--- src/rtl/nco_hop_sched_pkg.sv ---
// Shared types and constants for the NCO frequency-hop scheduler.
package nco_hop_sched_pkg;

   localparam int NCO_LAT_DEFAULT = 10;
   localparam int HOP_APR         = 32;
   localparam int HOP_DW          = 16;

   typedef enum logic [2:0] {
      ST_IDLE,
      ST_LOAD,
      ST_SETTLE,
      ST_DWELL,
      ST_HOLD
   } hop_state_e;

   // Layout of one hop command at the default widths; the FIFO stores the
   // same {phi_inc, dwell} concatenation at whatever widths the top is built.
   typedef struct packed {
      logic [HOP_APR-1:0] phi_inc;
      logic [HOP_DW-1:0]  dwell;
   } hop_entry_t;

endpackage

--- src/rtl/nco_hop_fifo.sv ---
// Hop command FIFO. Pointers carry one extra wrap bit so full and empty are
// told apart without a separate count. With recirculate set, every pop
// writes the popped entry back at the tail in the same cycle.
module nco_hop_fifo #(
   parameter int W     = 48,
   parameter int DEPTH = 4
) (
   input  logic         clk,
   input  logic         reset,
   input  logic         push,
   input  logic         pop,
   input  logic         flush,
   input  logic         recirculate,
   input  logic [W-1:0] din,
   output logic         full,
   output logic         empty,
   output logic [W-1:0] head
);

   localparam int AW = $clog2(DEPTH);

   logic [W-1:0] r_mem [DEPTH];
   logic [AW:0]  r_wr_ptr;
   logic [AW:0]  r_rd_ptr;
   logic         w_rd_en;
   logic         w_wr_en;
   logic [W-1:0] w_wr_data;

   assign empty     = (r_wr_ptr == r_rd_ptr);
   assign full      = (r_wr_ptr[AW] != r_rd_ptr[AW]) &&
                      (r_wr_ptr[AW-1:0] == r_rd_ptr[AW-1:0]);
   assign head      = r_mem[r_rd_ptr[AW-1:0]];
   assign w_rd_en   = pop && !empty;
   assign w_wr_en   = (w_rd_en && recirculate) || (push && !full);
   assign w_wr_data = (w_rd_en && recirculate) ? head : din;

   // Storage write; contents need no reset since the pointers gate visibility.
   always_ff @(posedge clk) begin
      if (w_wr_en && !flush) begin
         r_mem[r_wr_ptr[AW-1:0]] <= w_wr_data;
      end
   end

   // Pointer update; flush empties the FIFO and wins over push and pop.
   always_ff @(posedge clk or posedge reset) begin
      if (reset) begin
         r_wr_ptr <= '0;
         r_rd_ptr <= '0;
      end else if (flush) begin
         r_wr_ptr <= '0;
         r_rd_ptr <= '0;
      end else begin
         if (w_wr_en) r_wr_ptr <= r_wr_ptr + (AW+1)'(1);
         if (w_rd_en) r_rd_ptr <= r_rd_ptr + (AW+1)'(1);
      end
   end

endmodule

--- src/rtl/nco_hop_sched.sv ---
// Frequency-hop scheduler in front of the NCO: applies queued hop commands
// one at a time, waits out the NCO pipeline latency, then dwells.
// Optional build macro: NCO_HOP_SCHED_REPEAT_EN (hop table loops forever).
//
// state  | meaning
// IDLE   | NCO gated off, phi_inc_o held at 0
// LOAD   | pop head entry, register new phi_inc, arm counters (1 cycle)
// SETTLE | NCO_LAT cycles while the NCO pipeline catches up
// DWELL  | output valid, count down max(dwell,1) cycles
// HOLD   | table exhausted, keep last frequency running
module nco_hop_sched
   import nco_hop_sched_pkg::*;
#(
   parameter int APR     = 32,
   parameter int DW      = 16,
   parameter int DEPTH   = 4,
   parameter int NCO_LAT = NCO_LAT_DEFAULT
) (
   input  logic           clk,
   input  logic           reset,
   input  logic           en,
   input  logic           abort,
   input  logic           cmd_valid,
   output logic           cmd_ready,
   input  logic [APR-1:0] cmd_phi_inc,
   input  logic [DW-1:0]  cmd_dwell,
   output logic [APR-1:0] phi_inc_o,
   output logic           nco_clken,
   output logic           hop_strobe,
   output logic           settled,
   output logic           busy
);

   localparam int LW = (NCO_LAT > 1) ? $clog2(NCO_LAT) : 1;
   localparam int EW = APR + DW;

   hop_state_e     r_state;
   hop_state_e     w_state_nxt;
   logic           w_full;
   logic           w_empty;
   logic           w_push;
   logic           w_pop;
   logic           w_recirc;
   logic           w_cmd_ready;
   logic [EW-1:0]  w_head;
   logic [APR-1:0] w_head_phi;
   logic [DW-1:0]  w_head_dwell;
   logic [APR-1:0] r_phi_inc;
   logic [DW-1:0]  r_dwell_cnt;
   logic [LW-1:0]  r_lat_cnt;
   logic           r_clken;
   logic           r_settled;
   logic           r_hop_strobe;

   assign {w_head_phi, w_head_dwell} = w_head;

`ifdef NCO_HOP_SCHED_REPEAT_EN
   // The table is frozen once running: no new commands while busy.
   assign w_cmd_ready = !w_full && (r_state == ST_IDLE);
   assign w_recirc    = 1'b1;
`else
   assign w_cmd_ready = !w_full;
   assign w_recirc    = 1'b0;
`endif

   assign w_push = cmd_valid && w_cmd_ready && !abort;
   assign w_pop  = (r_state == ST_LOAD) && !abort;

   nco_hop_fifo #(
      .W     (EW),
      .DEPTH (DEPTH)
   ) u_fifo (
      .clk         (clk),
      .reset       (reset),
      .push        (w_push),
      .pop         (w_pop),
      .flush       (abort),
      .recirculate (w_recirc),
      .din         ({cmd_phi_inc, cmd_dwell}),
      .full        (w_full),
      .empty       (w_empty),
      .head        (w_head)
   );

   // Next-state decode. IDLE looks ahead at the incoming push so a command
   // arriving into an empty FIFO reaches LOAD on the very next cycle.
   always_comb begin
      w_state_nxt = r_state;
      if (abort) begin
         w_state_nxt = ST_IDLE;
      end else begin
         case (r_state)
            ST_IDLE:   if (en && (!w_empty || w_push)) w_state_nxt = ST_LOAD;
            ST_LOAD:   w_state_nxt = ST_SETTLE;
            ST_SETTLE: if (r_lat_cnt == '0) w_state_nxt = ST_DWELL;
            ST_DWELL: begin
               if (r_dwell_cnt == '0) begin
                  if (!en)           w_state_nxt = ST_IDLE;
                  else if (!w_empty) w_state_nxt = ST_LOAD;
                  else               w_state_nxt = ST_HOLD;
               end
            end
            ST_HOLD: begin
               if (!en)           w_state_nxt = ST_IDLE;
               else if (!w_empty) w_state_nxt = ST_LOAD;
            end
            default:   w_state_nxt = ST_IDLE;
         endcase
      end
   end

   // State, counters and registered NCO-facing outputs.
   always_ff @(posedge clk or posedge reset) begin
      if (reset) begin
         r_state      <= ST_IDLE;
         r_phi_inc    <= '0;
         r_dwell_cnt  <= '0;
         r_lat_cnt    <= '0;
         r_clken      <= 1'b0;
         r_settled    <= 1'b0;
         r_hop_strobe <= 1'b0;
      end else begin
         r_state      <= w_state_nxt;
         r_clken      <= (w_state_nxt != ST_IDLE);
         r_settled    <= (w_state_nxt == ST_DWELL) || (w_state_nxt == ST_HOLD);
         r_hop_strobe <= 1'b0;
         if (abort) begin
            r_phi_inc   <= '0;
            r_dwell_cnt <= '0;
            r_lat_cnt   <= '0;
         end else begin
            case (r_state)
               ST_LOAD: begin
                  r_phi_inc    <= w_head_phi;
                  r_hop_strobe <= 1'b1;
                  r_lat_cnt    <= LW'(NCO_LAT - 1);
                  // A zero dwell still gets one settled cycle.
                  r_dwell_cnt  <= (w_head_dwell == '0) ? '0 : w_head_dwell - DW'(1);
               end
               ST_SETTLE: if (r_lat_cnt != '0) r_lat_cnt <= r_lat_cnt - LW'(1);
               ST_DWELL:  if (r_dwell_cnt != '0) r_dwell_cnt <= r_dwell_cnt - DW'(1);
               default: ;
            endcase
            if (w_state_nxt == ST_IDLE) r_phi_inc <= '0;
         end
      end
   end

   assign cmd_ready  = w_cmd_ready;
   assign phi_inc_o  = r_phi_inc;
   assign nco_clken  = r_clken;
   assign hop_strobe = r_hop_strobe;
   assign settled    = r_settled;
   assign busy       = (r_state != ST_IDLE);

endmodule

--- config.mk ---
export PLATFORM = sky130hd
export DESIGN_NAME = nco_hop_sched
export DESIGN_NICKNAME = d
export VERILOG_FILES = /design/src/rtl/nco_hop_sched_pkg.sv /design/src/rtl/nco_hop_fifo.sv /design/src/rtl/nco_hop_sched.sv
export SDC_FILE = /design/constraint.sdc
export NUM_CORES = 1
export LEC_CHECK = 0
export BUFFER_PORTS_ARGS = -buffer_cell sky130_fd_sc_hd__buf_2
export CORE_AREA = 2 2 116 163
export CTS_CLUSTER_SIZE = 20
export DETAILED_ROUTE_END_ITERATION = 12
export DIE_AREA = 0 0 118 165
export PLACE_DENSITY = 0.86
export SLEW_MARGIN = 10
export SYNTH_ARGS = -nofsm -noshare
export SYNTH_HDL_FRONTEND = slang
export SYNTH_SLANG_ARGS = --single-unit
--- constraint.sdc ---
create_clock -name clk -period 4 [get_ports clk]
set_input_delay 0.4 -clock clk [delete_from_list [all_inputs] [get_ports clk]]
set_output_delay 0.4 -clock clk [all_outputs]
set_load 0.01 [all_outputs]
## After elaboration in Yosys (flattened, before gate mapping)

Memory sizes are Yosys's and may differ from the RTL's.
Cells that the tools add are included.

| word-level totals | value |
|---|---|
| register bits after elaboration | 64 |
| bits in writable memories | 192 |
| output and inout bits | 37 |
| memories | 1 |

Memories:

| name | words | bits a word | read ports | clocked after memory_dff | wr ports | RTL line | RTL |
|---|---|---|---|---|---|---|---|
| u_fifo.r_mem | 4 | 48 | 1 | 0 | 1 | nco_hop_fifo.sv:22 | `logic [W-1:0] r_mem [DEPTH];` |

| operators by class | value |
|---|---|
| add/sub/neg operators | 5 |
| eq/ne operators | 11 |
| multiplexer cells | 27 |
| reductions and logical operators | 29 |

Operators with widths:

| cell | number |
|---|---|
| $mux W32 | 3 |
| $mux W16 | 3 |
| $mux W3 | 12 |
| $logic_not A16 Y1 | 2 |
| $pmux W16 S2 | 1 |
| $sub A16 B1 Y16 const B | 2 |
| $reduce_bool A16 Y1 | 1 |
| $pmux W3 S5 | 1 |
| $reduce_bool A3 Y1 | 5 |
| $eq A3 B2 Y1 const B | 3 |
| $logic_and A1 B1 Y1 | 8 |
| $mux W4 | 2 |
| $pmux W4 S2 | 1 |
| $add A3 B1 Y3 const B | 2 |
| $eq A3 B3 Y1 const B | 2 |
| $logic_not A3 Y1 | 2 |
| $ne A3 B3 Y1 const B | 2 |
| $logic_not A4 Y1 | 1 |
| $mux W1 | 4 |
| $reduce_and A2 Y1 | 2 |
| $reduce_bool A2 Y1 | 2 |
| $reduce_bool A4 Y1 | 1 |
| $sub A4 B1 Y4 const B | 1 |
| $eq A3 B1 Y1 const B | 1 |
| 5 further kinds | 8 |

## Logic depth before layout (Yosys ltp)

| logic depth | value |
|---|---|
| depth after elaboration | 13 |
| mapped depth | 10 |
| mapped depth without buffers | 8 |

## Cells and area by module

A second synthesis with hierarchy kept.

| unflattened totals | value |
|---|---|
| cells, all modules | 653 |
| area, all modules | 11070.6 µm² |

Modules (own cells, without submodules):

| module | instances | cells each | area each (µm²) | seq. area each (µm²) |
|---|---|---|---|---|
| nco_hop_fifo | 1 | 355 | 8012.7 | 5915.7 |
| nco_hop_sched | 1 | 298 | 3057.9 | 1451.4 |

## Worst setup path after synthesis

No wires, ideal clock.

| timing path | value |
|---|---|
| kind | reg-to-reg |
| from | register u_fifo.r_rd_ptr[0] |
| to | memory u_fifo.r_mem[0][0] (enable) |
| library setup time | 411 ps |
| arrival | 2569 ps |
| required time | 3589 ps |
| setup slack | 1020 ps |
| cell stages (with the launch flop) | 9 |
| buffers on the path | 2 |
| clock period less this slack | 2980 ps |
| path through | dfrtp_1 > buf_6 > buf_6 > xor2_1 > nor2_1 > nand2_1 > nand2_1 > nor2_1 > and2_1 |

| on the way | value |
|---|---|
| word-level cells in the longest chain between the ends | 9 |

Ends and longest elaborated chain:

| what | RTL line | RTL |
|---|---|---|
| start: declaration | nco_hop_fifo.sv:24 | `logic [AW:0] r_rd_ptr;` |
| start signal: assignment | nco_hop_fifo.sv:54 | `if (w_rd_en) r_rd_ptr <= r_rd_ptr + (AW+1)'(1);` |
| $eq A2 B2 Y1 * | nco_hop_fifo.sv:31 | `(r_wr_ptr[AW-1:0] == r_rd_ptr[AW-1:0]);` |
| $logic_and A1 B1 Y1 * | nco_hop_fifo.sv:30 | `assign full = (r_wr_ptr[AW] != r_rd_ptr[AW]) &&` |
| $logic_not A1 Y1 * | nco_hop_sched.sv:62 | `assign w_cmd_ready = !w_full;` |
| net cmd_ready | nco_hop_sched.sv:24 | `output logic cmd_ready,` |
| $logic_and A1 B1 Y1 (2 in series) | nco_hop_sched.sv:66 | `assign w_push = cmd_valid && w_cmd_ready && !abort;` |
| $logic_and A1 B1 Y1 * | nco_hop_fifo.sv:34 | `assign w_wr_en = (w_rd_en && recirculate) \|\| (push && !full);` |
| $logic_and A1 B1 Y1 * | nco_hop_fifo.sv:39 | `if (w_wr_en && !flush) begin` |
| $mux W1 * | nco_hop_fifo.sv:39 |  |
| $mux W1 (implied by the code) * | nco_hop_fifo.sv:40 | `r_mem[r_wr_ptr[AW-1:0]] <= w_wr_data;` |
| end: declaration | nco_hop_fifo.sv:22 |  |

The timed path passes the listed nets; every way through them passes the cells marked *.

## Worst setup path in the final report

| timing path | value |
|---|---|
| from | register u_fifo.r_rd_ptr[0] |
| to | register r_phi_inc[4], in the netlist phi_inc_o[4] |

| on the way | value |
|---|---|
| word-level cells in the longest chain between the ends | 13 |

Ends and longest elaborated chain:

| what | RTL line | RTL |
|---|---|---|
| $eq A2 B2 Y1 | nco_hop_fifo.sv:31 |  |
| $logic_and A1 B1 Y1 | nco_hop_fifo.sv:30 |  |
| $logic_not A1 Y1 | nco_hop_sched.sv:62 |  |
| $logic_and A1 B1 Y1 (2 in series) | nco_hop_sched.sv:66 |  |
| $logic_or A1 B1 Y1 | nco_hop_sched.sv:93 | `ST_IDLE: if (en && (!w_empty \|\| w_push)) w_state_nxt = ST_LOAD;` |
| $logic_and A1 B1 Y1 | nco_hop_sched.sv:93 |  |
| $mux W3 | nco_hop_sched.sv:93 |  |
| $pmux W3 S5 | nco_hop_sched.sv:92 | `case (r_state)` |
| $mux W3 | nco_hop_sched.sv:89 | `if (abort) begin` |
| $logic_not A3 Y1 | nco_hop_sched.sv:144 | `if (w_state_nxt == ST_IDLE) r_phi_inc <= '0;` |
| $mux W32 | nco_hop_sched.sv:144 |  |
| $mux W32 | nco_hop_sched.sv:127 | `if (abort) begin` |
| end signal: assignment | nco_hop_sched.sv:134 | `r_phi_inc <= w_head_phi;` |
| end: declaration | nco_hop_sched.sv:48 | `logic [APR-1:0] r_phi_inc;` |

Parallel ways exist; a longest one is shown, timed or not. The select of a mux whose other input is x is not followed.
A chain may end at the register's enable or synchronous reset.

==> impl_metrics.json <==
{
  "dp.cells": 931,
  "met2WireLength_um": 12520,
  "status": "finished, final reports clean",
  "tns_ps": 0,
  "crit_type": "reg -> reg",
  "wl_met3_um": 1357,
  "grt_pass1_vias": 6415,
  "cts.htree.levels": 1,
  "skew_ps": 9.075,
  "rows": 58,
  "drt_first_iter_violations": 703,
  "die_x_um": 118,
  "clock.fmax_ghz": 0.3213,
  "drive_gt1_frac": 0.2650,
  "cts_root_buffer": "clkbuf_16",
  "synth_warnings": 0,
  "synth_common_cells": "edfxtp_1 (192), dfrtp_1 (64), mux4_2 (48), a22o_1 (32)",
  "final_nets": 778,
  "report.final.slew_viol_count": 0,
  "dp_slack_ps": 882.8,
  "holdBufCountCts": 0,
  "drt_first_pass_iters": 5,
  "setup_viol": 0,
  "cts_tree": "done",
  "cellLeakagePower_nw": 4.380,
  "ant_nets": 0,
  "timing.final.crit_share": 0.7781,
  "pwr-share-seq": 0.461,
  "relSlewSlack": 0.4747,
  "netSwitchingPower_mw": 2.244,
  "p_int_mw": 4.818,
  "yosysMostFrequentCell": "edfxtp_1",
  "ir_drop_mv": 0.4756,
  "synth_top_cell_area_share": 0.5495,
  "fin_crit_ps": 3112,
  "fillers": 1195,
  "fin_ws_ps": 887.6,
  "final_util": 0.6673,
  "num_vias": 6065,
  "fin_total_pwr_mw": 7.062,
  "clock_latency_ps": 510,
  "cts_inserted_buffers": 23,
  "top_layer": "met4",
  "cts_resized": 0,
  "syn2layout_area_growth_pct": 14.00,
  "cts.sinks": 256,
  "synth_seq_cells": 256,
  "netlist_instances": 621,
  "synth_cell_types": 62,
  "synth_area_per_cell_um2": 16.90,
  "cp.required_ps": 4440,
  "dp_hpwl_um": 14310,
  "worstMarginPinSlew_ps": 787.9,
  "drc_errors": 0,
  "routedWlPerCell_um": 23.53,
  "grt_overflow": 0,
  "switching_share": 0.3177,
  "rsz0062_at_grt": "false",
  "core_area_um2": 17920,
  "combPwrFrac": 0.248,
  "portBuffers": 89,
  "drt_wl_total_um": 22960,
  "synth_edf_count": 192,
  "cp-end-kind": "flip-flop",
  "ios": 90,
  "post_cts_buffers": 0,
  "place.gp.congestion": 0.9196,
  "clkTransAtPathRegs_ps": 70,
  "grt_max_degree": 49,
  "syn-num-nets": 683,
  "yosys_most_used_dff": "edfxtp_1",
  "cp.arrival_ps": 3550,
  "grt_usage": 0.2427,
  "cts_buffer_depth": 3,
  "seq_area_frac_synth": 0.7021,
  "hp-class": "in -> async",
  "antenna_found_initial": 3,
  "cp_max_fo": 42,
  "via_per_inst": 6.214,
  "grt_pass1_wl_um": 36030,
  "p_clk_frac": 0.291,
  "initial_core_util": 0.5854,
  "powerDensity_nw_per_um2": 590.4,
  "instances_no_fill": 976,
  "drv_cap": 0,
  "dieArea_um2": 19470,
  "startpoint_type": "flip-flop",
  "synth_area_um2": 10490,
  "netlist_top_cells_area": "edfxtp_1 (55%), dfrtp_1 (15%), mux4_2 (10%)",
  "die_h_um": 165,
  "met1_length_um": 8499,
  "synthArstFlopShare": 0.2500,
  "synth_area_leader_cell": "edfxtp_1",
  "hold_viol_final": 0
}
-- power groups by stage --
stage | Combinational [mW] | Clock, mW | Sequential, mW
final | 1.75 | 2.05 | 3.26
after global routing | 1.90 | 2.16 | 3.29
after CTS | 1.72 | 2.08 | 3.25
after detailed placement | 1.70 | 0 | 3.31
after global placement | 1.63 | 0 | 3.29
after floorplan | 1.25 | 0 | 3.22
-- layout make-up --
cell class / instances / area [um2] / area share
sequential: 256 / 7372 / 0.6163
multi-input combinational: 319 / 2950 / 0.2467
clock buffer: 32 / 609.3 / 0.05094
timing repair buffer: 99 / 570.5 / 0.04770
tap: 240 / 300.3 / 0.02510
clock inverter: 9 / 85.08 / 0.007113
inverter: 17 / 63.81 / 0.005335
antenna: 4 / 10.01 / 0.0008368
-- cells by family (layout without fill, tap and decap cells) --
logic type	after synthesis	in the layout	synth area share
fa+ha+maj	9	9	0.01073
other cells	0	4	0
buf+inv	46	157	0.01872
xor+xnor	20	20	0.01669
simple gates	126	126	0.06571
compound gates	109	109	0.07632
flops	256	256	0.7021
mux	55	55	0.1097
-- flip-flops by register name, indices dropped and copies added (netlist names) --
register	flops
settled	1
r_dwell_cnt	16
u_fifo.r_rd_ptr	3
r_lat_cnt	4
phi_inc_o	32
hop_strobe	1
nco_clken	1
r_state	3
u_fifo.r_wr_ptr	3
u_fifo.r_mem	192
-- layer usage --
metal  up-vias  track usage
li1       2674            -
met1      3063       0.2953
met2       281       0.4485
met3        47      0.03073
met4         0      0.08653
met5         -            0
-- worst max-delay path: stages (launching register included) --
cell      delay, ps
dfrtp_4         930
xor2_1          240
nor3_1          370
nand2_1         130
nand4b_1        290
a311oi_4        380
buf_4           430
a22o_1          240
-- path summary, 6_finish.rpt --
| kind | endpoint | cells after the start | slack (ps) | from |
|---|---|---|---|---|
| setup / recovery | phi_inc_o[4] | 7 | 890 | u_fifo.r_rd_ptr[0] |
| hold reg to reg | phi_inc_o[1] | 1 | 510 | phi_inc_o[1] |
| min in group clk | u_fifo.r_mem[0][8] | 1 | 110 | cmd_dwell[8] |
| setup reg to reg | phi_inc_o[4] | 7 | 890 | u_fifo.r_rd_ptr[0] |
| max in group asynchronous | u_fifo.r_rd_ptr[0] | 3 | 3020 | reset |
| hold / removal | phi_inc_o[25] | 2 | 30 | reset |
-- per-stage QoR --
step	area (um2)	hold slack (ps)
after floorplan	10490	461.1
after global placement	11260	475.9
after detailed placement	11260	488.0
after CTS	11950	52.51
after global routing	11960	98.33
final	11960	31.03
-- cell usage in the layout (no fill, tap or decap), types with 11 or more instances in the layout --
master / n
a21oi_1: 22
a22o_1: 32
buf_2: 89
clkbuf_16: 23
dfrtp_1: 62
edfxtp_1: 192
inv_1: 16
mux4_2: 48
nand2_1: 25
nor2_1: 25
nor3_1: 17
xnor2_1: 11
Note: power is estimated with default switching activity, not from simulation.
